==> src/rtl/logicnet_input_packer.sv <==
// Packs a word stream into NWORDS-wide feature vectors for a LogicNet classifier.
// Optional per-error frame counters are enabled with LOGICNET_PACKER_ERRCNT_EN.
module logicnet_input_packer #(
  parameter int WORD_W = 32,
  parameter int NWORDS = 16,
  parameter int LAT    = 4
) (
  input  logic                     clk,
  input  logic                     rst,
  input  logic [WORD_W-1:0]        s_data,
  input  logic                     s_valid,
  input  logic                     s_last,
  output logic                     s_ready,
  output logic [WORD_W*NWORDS-1:0] M0,
  output logic                     m0_valid,
  output logic                     res_valid,
`ifdef LOGICNET_PACKER_ERRCNT_EN
  output logic [7:0]               short_cnt,
  output logic [7:0]               long_cnt,
`endif
  output logic                     err_short,
  output logic                     err_long
);

  localparam int VEC_W = WORD_W * NWORDS;
  localparam int CNT_W = (NWORDS > 1) ? $clog2(NWORDS) : 1;

  localparam logic [0:0] ST_FILL  = 1'b0;
  localparam logic [0:0] ST_DRAIN = 1'b1;

  logic [0:0]       r_state;
  logic [CNT_W-1:0] r_cnt;
  logic [VEC_W-1:0] r_buf;
  logic [VEC_W-1:0] r_m0;
  logic             r_m0_valid;
  logic [LAT-1:0]   r_res_sr;
  logic             r_err_short;
  logic             r_err_long;

  logic             w_acc;
  logic             w_fill;
  logic             w_last_slot;
  logic             w_emit;
  logic             w_short;
  logic             w_long;
  logic [VEC_W-1:0] w_merged;

  assign s_ready     = ~rst;
  assign w_acc       = s_valid & s_ready;
  assign w_fill      = (r_state == ST_FILL);
  assign w_last_slot = (r_cnt == CNT_W'(NWORDS - 1));
  assign w_emit      = w_acc & w_fill & (s_last | w_last_slot);
  assign w_short     = w_acc & w_fill & s_last & ~w_last_slot;
  assign w_long      = w_acc & w_fill & ~s_last & w_last_slot;

  // Slots above the current index are always zero because the buffer is cleared on every emission.
  genvar gi;
  generate
    for (gi = 0; gi < NWORDS; gi++) begin : g_slot
      assign w_merged[gi*WORD_W +: WORD_W] =
        (r_cnt == CNT_W'(gi)) ? s_data : r_buf[gi*WORD_W +: WORD_W];
    end
  endgenerate

  always_ff @(posedge clk) begin
    if (rst) begin
      r_state     <= ST_FILL;
      r_cnt       <= '0;
      r_buf       <= '0;
      r_m0        <= '0;
      r_m0_valid  <= 1'b0;
      r_err_short <= 1'b0;
      r_err_long  <= 1'b0;
    end else begin
      r_m0_valid <= w_emit;
      if (w_emit) begin
        r_m0 <= w_merged;
      end
      if (w_acc && w_fill) begin
        if (w_emit) begin
          r_cnt <= '0;
          r_buf <= '0;
        end else begin
          r_cnt <= r_cnt + 1'b1;
          r_buf <= w_merged;
        end
        if (w_long) begin
          r_state <= ST_DRAIN;
        end
      end
      if (w_acc && !w_fill && s_last) begin
        r_state <= ST_FILL;
        r_cnt   <= '0;
      end
      if (w_short) begin
        r_err_short <= 1'b1;
      end
      if (w_long) begin
        r_err_long <= 1'b1;
      end
    end
  end

  // Result-valid tracks each emission through the classifier pipeline depth.
  generate
    if (LAT == 1) begin : g_sr1
      always_ff @(posedge clk) begin
        if (rst) begin
          r_res_sr <= '0;
        end else begin
          r_res_sr <= r_m0_valid;
        end
      end
    end else begin : g_srn
      always_ff @(posedge clk) begin
        if (rst) begin
          r_res_sr <= '0;
        end else begin
          r_res_sr <= {r_res_sr[LAT-2:0], r_m0_valid};
        end
      end
    end
  endgenerate

`ifdef LOGICNET_PACKER_ERRCNT_EN
  logic [7:0] r_short_cnt;
  logic [7:0] r_long_cnt;

  always_ff @(posedge clk) begin
    if (rst) begin
      r_short_cnt <= '0;
      r_long_cnt  <= '0;
    end else begin
      if (w_short && (r_short_cnt != 8'hFF)) begin
        r_short_cnt <= r_short_cnt + 8'd1;
      end
      if (w_long && (r_long_cnt != 8'hFF)) begin
        r_long_cnt <= r_long_cnt + 8'd1;
      end
    end
  end

  assign short_cnt = r_short_cnt;
  assign long_cnt  = r_long_cnt;
`endif

  assign M0        = r_m0;
  assign m0_valid  = r_m0_valid;
  assign res_valid = r_res_sr[LAT-1];
  assign err_short = r_err_short;
  assign err_long  = r_err_long;

endmodule

==> config.mk <==
export PLATFORM = sky130hd
export DESIGN_NAME = logicnet_input_packer
export DESIGN_NICKNAME = d
export VERILOG_FILES = /design/src/rtl/logicnet_input_packer.sv
export SDC_FILE = /design/constraint.sdc
export NUM_CORES = 2
export LEC_CHECK = 0
export CORE_UTILIZATION = 30
export CTS_CLUSTER_SIZE = 20
export DETAILED_ROUTE_END_ITERATION = 10
export PLACE_DENSITY_LB_ADDON = 0.08
export SLEW_MARGIN = 20
export SYNTH_ARGS = -nofsm -noshare
export SYNTH_HDL_FRONTEND = slang
export SYNTH_SLANG_ARGS = --single-unit
==> constraint.sdc <==
create_clock -name clk -period 6 [get_ports clk]
set_input_delay 1.2 -clock clk [delete_from_list [all_inputs] [get_ports clk]]
set_output_delay 1.2 -clock clk [all_outputs]
set_load 0.05 [all_outputs]
# Word level (Yosys, flattened, before mapping)
# Index checks and enable logic that the tools add are counted.
[word_totals]
regBits = 1036
in_bits = 36
word_cells = 60
[classes]
addsub = 1
n_eq_ne = 15
muxes = 18
n_bitwise = 12
n_reduce_logical = 6
[ops]
columns = ["op", "count"]
rows = [
  ["32-bit two-way mux", 16],
  ["512-bit two-way mux", 1],
  ["4-bit equality test (second input constant)", 8],
  ["4-bit by 3-bit equality test with 1-bit output (second input constant)", 4],
  ["4-bit by 2-bit equality test with 1-bit output (second input constant)", 2],
  ["1-bit bitwise AND", 7],
  ["4-bit by 1-bit adder with 4-bit output (second input constant)", 1],
  ["4-bit by 1-bit equality test with 1-bit output (second input constant)", 1],
  ["4-bit zero test", 1],
  ["4-bit two-way mux", 1],
  ["1-bit inverter", 4],
  ["1-bit logical AND", 3],
  ["2-bit AND reduction", 1],
  ["2-bit OR reduction", 1],
  ["1-bit OR", 1],
]

# Logic depth before layout (Yosys ltp)
[depth]
word_depth = 6
mapped_depth = 10
mapped_depth_nobuf = 6

# Worst setup path before layout
# OpenSTA, ideal clock, no wires.
[synth_timing]
kind = "input-to-output"
startpoint = "in rst"
endpoint = "out s_ready"
arrival_time_ns = 2.023
required_time_ns = 4.800
slack_ns = 2.777
path_stages = 3
cell_sequence = "buf_2 > inv_1 > clkbuf_1"
[synth_between]
elab_chain_len = 1
[synth_lines]
columns = ["element", "line", "text"]
rows = [
  ["start, declared", "9", "input logic rst,"],
  ["1-bit inverter", "48", "assign s_ready = ~rst;"],
  ["end, declared", "13", "output logic s_ready,"],
]
# Every way passes these cells.

# Worst setup path in the final report
# Ends and elaborated chain as after synthesis.

==> reports/qor_table.md <==
| Metric | Value | Unit |
|---|---|---|
| Final WS setup | 1.82 | ns |
| Most congested layer reported by global routing | met2 | - |
| Router iterations before antenna repair | 6 | - |
| Count of different cell masters after synthesis | 27 | - |
| Final nets | 4883 | - |
| Final design instance area without fill | 0.0517 | mm2 |
| Clock sink total | 1036 | - |
| Number of warning messages in the yosys log | 0 | - |
| Clock latency on the worst-skew pair | 0.74 | ns |
| Syn nets | 4619 | - |
| Kind of end point of the critical path | output port | - |
| Reg-to-Reg Start | r_cnt[3]$_SDFFE_PP0P_ | - |
| Leakage | 18.3 | nW |
| Worst VDD drop | 0.260 | mV |
| Capture point of the critical path | s_ready | - |
| Netlist Area Pre-Place | 0.0417 | mm2 |
| GR Util met2 | 34.4 | % |
| Routed len/inst | 24.3 | um |
| Synthesized flop and latch total | 1036 | - |
| Most area-hungry cell type in the Yosys netlist | dfxtp_1 | - |
| Total power divided by cell area | 292 | mW/mm2 |
| Switching component of the power | 3.83 | mW |
| Clock network power share | 48.1 | % |
| Resize count post-CTS | 0 | - |
| Port Buf Inserts | 552 | - |
| Pin count of the biggest net entering global routing | 199 | - |
| Worst slack on hold paths | 0.436 | ns |
| Setup violation total in the final timing report | 0 | - |
| Number of buffers between clock root and the deepest sink | 3 | - |
| Die area | 0.141 | mm2 |
| Die boundary height | 375 | um |
| Number of buffers and inverters on the critical path | 4 | - |
| Chip width | 375 | um |
| Critical path launch point type | input pin | - |
| Average via count per standard cell | 5.22 | - |
| Final core utilization | 37.6 | % |
| Post-route insts no fill | 6745 | - |
| Sequential fraction of design power | 46.1 | % |
| Met3 track utilization from global routing | 3.32 | % |
| Tightest Hold Check Type | reg2reg | - |
| Number of placement rows | 136 | - |
| Worst-case headroom to the max-slew limit | 22.1 | % |
| Biggest area contributors in the synthesized netlist | dfxtp_1 50%, mux2_2 12%, a22oi_1 8.2% | - |
| Mapped Avg Cell Area | 9.12 | um2 |
| First-pass GRT wire length | 234000 | um |
| Number of remaining DRC errors | 0 | - |
| Cell depth of the worst setup path | 4 | - |
| Register area share after synthesis | 49.7 | % |
| Max Fclk | 0.239 | GHz |
| Kind of critical path | in2out | - |
| Share of final-layout standard cells stronger than drive strength 1 | 15.2 | % |
| Launching element of the worst setup path | rst | - |
| Maximum fanout along the worst path | 98 | - |
| Count of flip-flops with a built-in enable after synthesis | 0 | - |
| Synth Instances | 4576 | - |
| Design Power | 15.1 | mW |
| Final wirelength | 164000 | um |
| Initial antenna violation count | 31 | - |
| Peak per-stage delay on the critical path | 0.78 | ns |
| Final antenna-violating net count | 0 | - |
| I/O Pins | 553 | - |
| Number of buffers added by the clock tree synthesis step | 118 | - |
| Aggregate negative setup slack | 0 | ns |
| Transition time at the pin with the least slew margin | 1.17 | ns |
| CTS H-tree depth | 3 | - |
| Delay-heaviest family, CP | buffers and inverters | - |
| Total via count in the routed design | 35.2k | - |
| Filler cell count in the final layout | 14.0k | - |
| Power Internal | 11.3 | mW |
| Relative contribution of combinational cells to total power | 5.8 | % |
| Post-layout min period | 4.18 | ns |
| Period utilisation layout | 69.6 | % |
| Run status | complete, no violations | - |
| Share of async-settable or async-resettable flops after synthesis | 0 | % |
| Hold-fix buffer count after cts | 0 | - |
| Post-detail-place hpwl | 91000 | um |
| Critical path's slowest cell | clkdlybuf4s50_1 | - |
| Clock tree from TritonCTS | yes | - |
| Main flop type after synthesis | dfxtp_1 | - |
| Initial standard-cell utilization of the core | 30.3 | % |
| Post-CTS setup buffer count | 0 | - |
| Setup repair after global routing missed its margin | false | - |
| Standard cell area after detailed placement | 0.0478 | mm2 |
| Clk pin slew, worst setup/hold paths | 0.06 | ns |
| Number of pins with negative max-slew slack in the final report | 0 | - |
| Detailed router's first-iteration violation count | 3220 | - |
| Gpl congestion | 0.719 | - |
| Flop-to-flop setup slack | 2.90 | ns |
| Total gr overflow | 0 | - |
| Max Cap Violations | 0 | - |
| List of most frequent post-synthesis cells | 1036 x dfxtp_1, 519 x nor2_1, 484 x nand2_1, 481 x o21ai_0, 459 x a21oi_1 | - |
| CP Data Required Time | 4.80 | ns |
| Via count of the first global-routing pass | 32.7k | - |
| Clock root buffer master | clkbuf_16 | - |
| Core region area | 0.138 | mm2 |
| Clk_skew | 0.0223 | ns |
| Endpoint arrival time on the critical path | 2.98 | ns |
| Worst setup slack before clock tree synthesis | 1.74 | ns |
| Cell-by-cell listing of the critical path | buf_8 -> inv_1 -> buf_4 -> clkdlybuf4s50_1 | - |
| Final hold violation count | 0 | - |
| Most instantiated library cell after synthesis | dfxtp_1 | - |
| Overall Global Routing Usage | 22.4 | % |
| Post-synthesis to final-layout area growth | 23.9 | % |
| Fraction of synthesized cell area taken by the top area cell type | 49.7 | % |
| Switching fraction of total power | 25.4 | % |
| Met1 usage in global routing | 31.9 | % |
| Placed cell count | 6514 | - |
| RR Endpoint | M0[424]$_SDFFE_PP0P_ | - |
| R2r worst-path depth | 6 | - |
[final cells by class]
| cell class | instances | area, um2 | area share [%] |
|---|---|---|---|
| clock buffers | 185 | 3570 | 6.90 |
| multi-input cells | 3066 | 18800 | 36.3 |
| flip-flops and latches | 1036 | 20700 | 40.1 |
| inverters | 3 | 11.3 | 0.0218 |
| well taps | 1794 | 2240 | 4.34 |
| repair buffers | 615 | 6040 | 11.7 |
| diodes | 15 | 37.5 | 0.0726 |
| clock inverters | 31 | 307 | 0.593 |
[layer usage]
layer  up-vias  routed length [um]
li1      16600                   -
met1     17400               77400
met2      1056               73800
met3       172                9040
met4         0                3950
met5         -                   0
[state kept, by name, indices dropped and copies added, names as in the netlist]
signal,cells
m0_valid,1
r_buf,512
err_short,1
r_cnt,4
M0,512
r_state,1
r_res_sr,4
err_long,1
[power by group through the flow]
stage,Combinational (mW),Sequential (mW),Clock (mW)
floorplan,0.415,7.18,0
detailed placement,0.884,7.11,0
CTS,0.885,6.96,7.44
finish,0.873,6.96,7.25
global route,0.919,6.95,7.73
global placement,0.887,7.11,0
[placed cells by master, fill, tap and decap left out, drive strengths merged]
master         netlist  layout
dfxtp             1036    1036
nor2               520     520
clkdlybuf4s50        0     519
nand2              484     484
o21ai              481     481
a21oi              459     459
mux2               456     456
a22oi              456     456
clkbuf             319     185
buf                152      96
a211oi              57      57
and2                57      57
mux2i               56      56
clkinv               0      23
diode                0      15
nand3b               8       8
nand3                8       8
ha                   7       7
inv                  3       6
nor3b                5       5
nor2b                4       4
bufinv               0       3
a31oi                3       3
clkinvlp             0       2
or3b                 1       1
nor4b                1       1
a41oi                1       1
or3                  1       1
nor3                 1       1
[kinds of logic (layout without fill, tap and decap cells)]
kind of cell	Yosys count	after routing	share of synthesized area, %
AOI/OAI and AO/OA	1457	1457	20.6
and+or+nand+nor	1090	1090	10.4
DFF	1036	1036	49.7
muxes	512	512	13.7
buffers and inverters	474	834	5.49
adders and majority gates	7	7	0.210
other	0	15	0
[worst min path at each step]
stage,startpoint,to,slack [ns],depth (start not counted)
after global placement,r_res_sr[1]$_SDFF_PP0_,r_res_sr[2]$_SDFF_PP0_,0.42,1
after CTS,r_res_sr[1]$_SDFF_PP0_,r_res_sr[2]$_SDFF_PP0_,0.44,1
after detailed placement,r_res_sr[1]$_SDFF_PP0_,r_res_sr[2]$_SDFF_PP0_,0.42,1
after floorplan,r_res_sr[0]$_SDFF_PP0_,r_res_sr[1]$_SDFF_PP0_,0.41,1
final,r_res_sr[1]$_SDFF_PP0_,r_res_sr[2]$_SDFF_PP0_,0.44,1
after global routing,r_res_sr[1]$_SDFF_PP0_,r_res_sr[2]$_SDFF_PP0_,0.46,1
Power figures use the tool's default switching activity.
